## src/rtl/fetch_pkg.sv

```systemverilog
// Shared types and constants for the instruction-fetch stage.
package fetch_pkg;

    localparam int FETCH_XLEN = 32;

    localparam logic [FETCH_XLEN-1:0] NOP_INSTR = 32'h0000_0013;

    typedef struct packed {
        logic [FETCH_XLEN-1:0] pc;
        logic [FETCH_XLEN-1:0] instr;
        logic                  fault;
    } fetch_entry_t;

    // Value the buffer slots take on reset: pc 0, a NOP, no fault.
    localparam fetch_entry_t RESET_ENTRY = '{pc: '0, instr: NOP_INSTR, fault: 1'b0};

    function automatic fetch_entry_t make_entry(
        input logic [FETCH_XLEN-1:0] pc,
        input logic [FETCH_XLEN-1:0] instr,
        input logic                  fault
    );
        fetch_entry_t e;
        e.pc    = pc;
        e.instr = instr;
        e.fault = fault;
        return e;
    endfunction

endpackage

```

## src/rtl/fetch_fifo.sv

```systemverilog
// Small synchronous FIFO of fetch entries; head is read straight from a slot register.
module fetch_fifo
    import fetch_pkg::*;
#(
    parameter int FIFO_DEPTH = 2
) (
    input  logic         clk,
    input  logic         reset,
    input  logic         clear_i,
    input  logic         push_i,
    input  fetch_entry_t push_data_i,
    input  logic         pop_i,
    output logic         full_o,
    output logic         empty_o,
    output fetch_entry_t head_o
);

    localparam int PTR_W = $clog2(FIFO_DEPTH);
    localparam int CNT_W = $clog2(FIFO_DEPTH + 1);
    localparam logic [CNT_W-1:0] CNT_FULL = CNT_W'(FIFO_DEPTH);

    fetch_entry_t     slots_q [FIFO_DEPTH];
    logic [PTR_W-1:0] rd_ptr_q, rd_ptr_d;
    logic [PTR_W-1:0] wr_ptr_q, wr_ptr_d;
    logic [CNT_W-1:0] count_q, count_d;
    logic             do_push;
    logic             do_pop;

    assign empty_o = (count_q == '0);
    assign full_o  = (count_q == CNT_FULL);
    assign do_pop  = pop_i & ~empty_o;
    // A push into a full buffer is allowed when the head leaves in the same cycle.
    assign do_push = push_i & (~full_o | do_pop);
    assign head_o  = slots_q[rd_ptr_q];

    // Pointer and occupancy next-state; clear empties the buffer regardless of push/pop.
    always_comb begin
        rd_ptr_d = rd_ptr_q;
        wr_ptr_d = wr_ptr_q;
        count_d  = count_q;
        if (clear_i) begin
            rd_ptr_d = '0;
            wr_ptr_d = '0;
            count_d  = '0;
        end else begin
            if (do_push) wr_ptr_d = wr_ptr_q + PTR_W'(1);
            if (do_pop)  rd_ptr_d = rd_ptr_q + PTR_W'(1);
            if (do_push && !do_pop)      count_d = count_q + CNT_W'(1);
            else if (!do_push && do_pop) count_d = count_q - CNT_W'(1);
        end
    end

    // Control registers.
    always_ff @(posedge clk) begin
        if (reset) begin
            rd_ptr_q <= '0;
            wr_ptr_q <= '0;
            count_q  <= '0;
        end else begin
            rd_ptr_q <= rd_ptr_d;
            wr_ptr_q <= wr_ptr_d;
            count_q  <= count_d;
        end
    end

    // Entry storage; reset gives the head a defined NOP value before the first push.
    always_ff @(posedge clk) begin
        if (reset) begin
            for (int i = 0; i < FIFO_DEPTH; i++) slots_q[i] <= RESET_ENTRY;
        end else if (do_push && !clear_i) begin
            slots_q[wr_ptr_q] <= push_data_i;
        end
    end

endmodule

```

## src/rtl/fetch_unit.sv

```systemverilog
// Instruction-fetch stage: PC, halt-on-fault flag, loadable instruction memory and fetch buffer.
module fetch_unit
    import fetch_pkg::*;
#(
    parameter int                XLEN       = 32,
    parameter int                IMEM_DEPTH = 64,
    parameter int                FIFO_DEPTH = 2,
    parameter logic [XLEN-1:0]   RESET_PC   = '0
) (
    input  logic                          clk,
    input  logic                          reset,
    input  logic                          redirect_valid,
    input  logic [XLEN-1:0]               redirect_pc,
    input  logic                          imem_we,
    input  logic [$clog2(IMEM_DEPTH)-1:0] imem_waddr,
    input  logic [XLEN-1:0]               imem_wdata,
    output logic                          out_valid,
    input  logic                          out_ready,
    output logic [XLEN-1:0]               out_pc,
    output logic [XLEN-1:0]               out_instr,
    output logic                          out_fault
);

    localparam int IDX_W = $clog2(IMEM_DEPTH);

    // Program memory starts out full of NOPs and survives reset.
    logic [XLEN-1:0] imem_q [IMEM_DEPTH] = '{default: NOP_INSTR};

    logic [XLEN-1:0]  pc_q, pc_d;
    logic             halted_q, halted_d;
    logic [IDX_W-1:0] fetch_idx;
    logic             misaligned;
    logic             pop;
    logic             issue;
    logic             fifo_full;
    logic             fifo_empty;
    fetch_entry_t     push_entry;
    fetch_entry_t     head;

    assign fetch_idx  = pc_q[IDX_W+1:2];
    assign misaligned = (pc_q[1:0] != 2'b00);
    assign out_valid  = ~fifo_empty;
    assign pop        = out_valid & out_ready;
    assign issue      = ~halted_q & ~redirect_valid & (~fifo_full | pop);

    // Asynchronous read: a same-cycle write lands at the edge, so the fetch sees the old word.
    assign push_entry = misaligned ? make_entry(pc_q, NOP_INSTR, 1'b1)
                                   : make_entry(pc_q, imem_q[fetch_idx], 1'b0);

    assign out_pc    = head.pc;
    assign out_instr = head.instr;
    assign out_fault = head.fault;

    // PC and halt next-state: redirect wins, a misaligned issue halts with the PC held.
    always_comb begin
        pc_d     = pc_q;
        halted_d = halted_q;
        if (redirect_valid) begin
            pc_d     = redirect_pc;
            halted_d = 1'b0;
        end else if (issue) begin
            if (misaligned) halted_d = 1'b1;
            else            pc_d     = pc_q + XLEN'(4);
        end
    end

    // PC and halt registers.
    always_ff @(posedge clk) begin
        if (reset) begin
            pc_q     <= RESET_PC;
            halted_q <= 1'b0;
        end else begin
            pc_q     <= pc_d;
            halted_q <= halted_d;
        end
    end

    // Program-load port; suppressed while reset is held.
    always_ff @(posedge clk) begin
        if (imem_we && !reset) imem_q[imem_waddr] <= imem_wdata;
    end

    fetch_fifo #(
        .FIFO_DEPTH(FIFO_DEPTH)
    ) u_fifo (
        .clk        (clk),
        .reset      (reset),
        .clear_i    (redirect_valid),
        .push_i     (issue),
        .push_data_i(push_entry),
        .pop_i      (pop),
        .full_o     (fifo_full),
        .empty_o    (fifo_empty),
        .head_o     (head)
    );

endmodule

```

## config.mk

```make
export PLATFORM = sky130hd
export DESIGN_NAME = fetch_unit
export DESIGN_NICKNAME = d
export VERILOG_FILES = /design/src/rtl/fetch_pkg.sv /design/src/rtl/fetch_fifo.sv /design/src/rtl/fetch_unit.sv
export SDC_FILE = /design/constraint.sdc
export NUM_CORES = 2
export LEC_CHECK = 0
export CORE_UTILIZATION = 30
export CTS_CLUSTER_DIAMETER = 80
export DETAILED_ROUTE_END_ITERATION = 10
export GPL_TIMING_DRIVEN = 0
export PLACE_DENSITY = 0.56
export SYNTH_ARGS = -nofsm -noshare
export SYNTH_HDL_FRONTEND = slang
export SYNTH_SLANG_ARGS = --single-unit
```

## constraint.sdc

```tcl
create_clock -name clk -period 10.03 [get_ports clk]
set_input_delay 1.5045 -clock clk [delete_from_list [all_inputs] [get_ports clk]]
set_output_delay 1.5045 -clock clk [all_outputs]
set_load 0.02 [all_outputs]
```

==> summary.md <==
| Metric | Value |
|---|---|
| # DRC | 0 |
| Hold crit path type | reg2reg |
| Yosys cell types | 64 |
| DR vias | 48,500 |
| All-Layer GR Usage | 19.9% |
| Clock power frac | 40.0% |
| # resized after CTS | 0 |
| Number of global-route vias before repair | 46,600 |
| Reg2Reg Depth | 9 |
| Startpoint types | flop |
| Die X | 540 um |
| Skew-Pair Late Insertion Delay | 880 ps |
| Failing checks | max-capacitance violations, max-slew violations |
| Core ar. | 288,000 sq um |
| CP Max Fanout | 10 |
| Final min period | 5550 ps |
| Met3 GRT Util | 6.37% |
| Power Density | 194 nW/um^2 |
| Largest net degree at the start of global routing | 65 |
| Clk slew on worst S/H paths | 60 ps |
| Yosys reg bits | 2,222 |
| Period Utilization, post-route | 55.3% |
| Number of synthesis warnings | 0 |
| Final TNS setup | 0 ps |
| Proportion of layout cells with a drive suffix above 1 | 21.4% |
| Net Count, Synth | 4,491 |
| Detailed router's first-iteration violation count | 8,017 |
| Combinational group share of total power | 8.5% |
| Global-route track usage on met1 | 27.3% |
| Max Freq | 0.180 GHz |
| CTS H-tree lvls | 4 |
| Required time worst endpoint | 10,600 ps |
| Die area | 291,000 sq um |
| Final Wtd Congestion | 0.881 |
| Static Leakage | 31.9 nW |
| Chip Height | 540 um |
| Setup repair bufs after CTS | 0 |
| DRT Pass-1 Iters | 8 |
| Antenna violation net count after detailed routing | 0 |
| Hold_ws | 513 ps |
| Ys async rst share | 0% |
| Initial antenna violation count | 25 |
| Post-DP HPWL | 204 mm |
| Final setup viols | 0 |
| Layout Nets | 4,990 |
| Final Max Slew Viols | 11 |
| Sequential share of power | 51.5% |
| Mapped Area | 86,800 sq um |
| Worst vdd ir | 191 uV |
| CTS tree | yes |
| Cells on Worst Hold Path | 2 |
| Maxcap violations | 1 |
| Max_slew headroom | -8.94% |
| Syn avg cell area | 19.7 sq um |
| Total grt overflow | 0 |
| RSZ-0062 raised after global routing | false |
| Clock sinks | 2,222 |
| Internal power | 0.0152 W |
| Routed wire length | 297 mm |
| Inserted Clock Buffers | 219 |
| Count of flip-flops with a built-in enable after synthesis | 2,178 |
| GRT busiest layer | met2 |
| Switching Fraction | 23.9% |
| Tot Pwr | 0.0200 W |
| Sequential cell area fraction in the yosys report | 76.4% |
| Final Skew | 52.2 ps |
| Area grow syn2layout | 19.0% |
| Root Driver | clkbuf_16 |
| Boundary Pins | 141 |
| Clock Path Buffers | 3 |
| Switch Pwr | 0.00480 W |
| First-pass GRT wire length | 397 mm |
| Post-CTS Hold Buffers | 0 |
| Vias/cell | 5.46 |
| Measured slew at the worst slew-check pin | 1630 ps |
| Synthesized instance count | 4,414 |
| Rows | 197 |
| Initial Util | 30.1% |
| Worst Setup End Kind | flop |
| Post-synth top flop | edfxtp_1 |
| CP arrival | 6120 ps |
| IO buf count | 137 |
| Status | complete, but fails checks |
| Average wire per standard cell | 33.4 um |
| GR Util met2 | 29.4% |
| CP Class | reg2reg |
| Final hold violations | 0 |
state kept, by name, summed over array words and instances (netlist names), named ones only:
register / flops
imem_q: 2048
u_fifo.slots_q: 130
pc_q: 32
u_fifo.count_q: 2
halted_q: 1
u_fifo.rd_ptr_q: 1
u_fifo.wr_ptr_q: 1
metal layers:
layer / up-vias / wire (um)
met2: 3170 / 129000
met5: - / 158
met1: 25700 / 118000
li1: 19100 / -
met3: 555 / 37800
met4: 24 / 11700
logic make-up after synthesis:
| kind of cell | count (synthesis) | synth area share [%] |
|---|---|---|
| buffers and inverters | 267 | 1.88 |
| AOI/OAI and AO/OA | 510 | 4.01 |
| adders and majority gates | 2 | 0.0288 |
| muxes | 829 | 14.3 |
| DFF | 2222 | 76.4 |
| xor gates and xnor gates | 25 | 0.252 |
| and+or+nand+nor | 559 | 3.13 |
through the flow:
stage	setup slack [ps]	utilization [%]	cells	cell area (sq um)
2_1_floorplan	3070	-	4414	86800
3_3_place_gp	-851	32.3	8332	92900
3_5_place_dp	4580	33.4	8472	96300
4_1_cts	4740	35.9	8877	103000
5_1_grt	4500	35.9	8881	103000
6_report	4480	35.9	8886	103000
cells in the final DEF (no fill, tap or decap), drive strengths merged, types with 34 or more instances in the layout:
master and n:
clkdlybuf4s50 105, o21ai 43, nand3 34, nor2 157, a22oi 180, dfxtp 44, clkinv 111, and2 83
mux2i 416, a21oi 107, o22ai 38, buf 321, mux2 97, nand2 142, clkbuf 376, mux4 316
edfxtp 2178, nor2b 36
critical path, stage by stage, from the launching register on:
cell and delay, ps:
dfxtp_1 600, buf_2 320, buf_4 330, buf_4 460
buf_4 350, buf_2 820, clkbuf_1 1000, a311oi_1 80
a211oi_1 1070, nor3_1 120
Yosys cell counts (26+ instances only):
library cell / count / area (sq um)
nor2b_1: 36 / 225
buf_6: 31 / 349
mux2i_1: 416 / 4160
a211oi_1: 26 / 195
mux2_2: 97 / 1090
and2_1: 83 / 519
o22ai_1: 38 / 238
mux4_2: 303 / 6820
o21ai_0: 35 / 175
nor2_1: 154 / 578
clkbuf_1: 104 / 390
nand3_1: 34 / 170
nor3_1: 31 / 155
nand2_1: 141 / 529
buf_4: 38 / 285
edfxtp_1: 2178 / 65400
a22oi_1: 180 / 1350
dfxtp_1: 44 / 881
a21oi_1: 107 / 536
a31oi_1: 26 / 163
buf_2: 55 / 275
power by group through the flow:
stage | registers (W) | clock network (W) | logic (W)
finish | 0.0103 | 0.00802 | 0.00171
global route | 0.0103 | 0.00844 | 0.00176
CTS | 0.0103 | 0.00809 | 0.00168
detailed placement | 0.0105 | 0 | 0.00167
global placement | 0.0105 | 0 | 0.00161
floorplan | 0.0105 | 0 | 0.000833
area by class of cell:
cell class	instances	area, sq um
fill	26500	185000
sequential	2222	66300
multi-input combinational	1925	19400
clock buffer	271	5730
tap	3781	4730
timing repair buffer	278	4260
buffer	253	1580
clock inverter	134	1220
inverter	14	52.6
antenna	8	20.0
worst paths after layout:
path | from | to | slack [ps]
worst min-delay path | halted_q | halted_q | 510
worst min register to register | halted_q | halted_q | 510
worst max-delay path | flop | u_fifo.slots_q[0][8] | 4480
worst max register to register | flop | u_fifo.slots_q[0][8] | 4480
(Power assumes the default switching activity.)
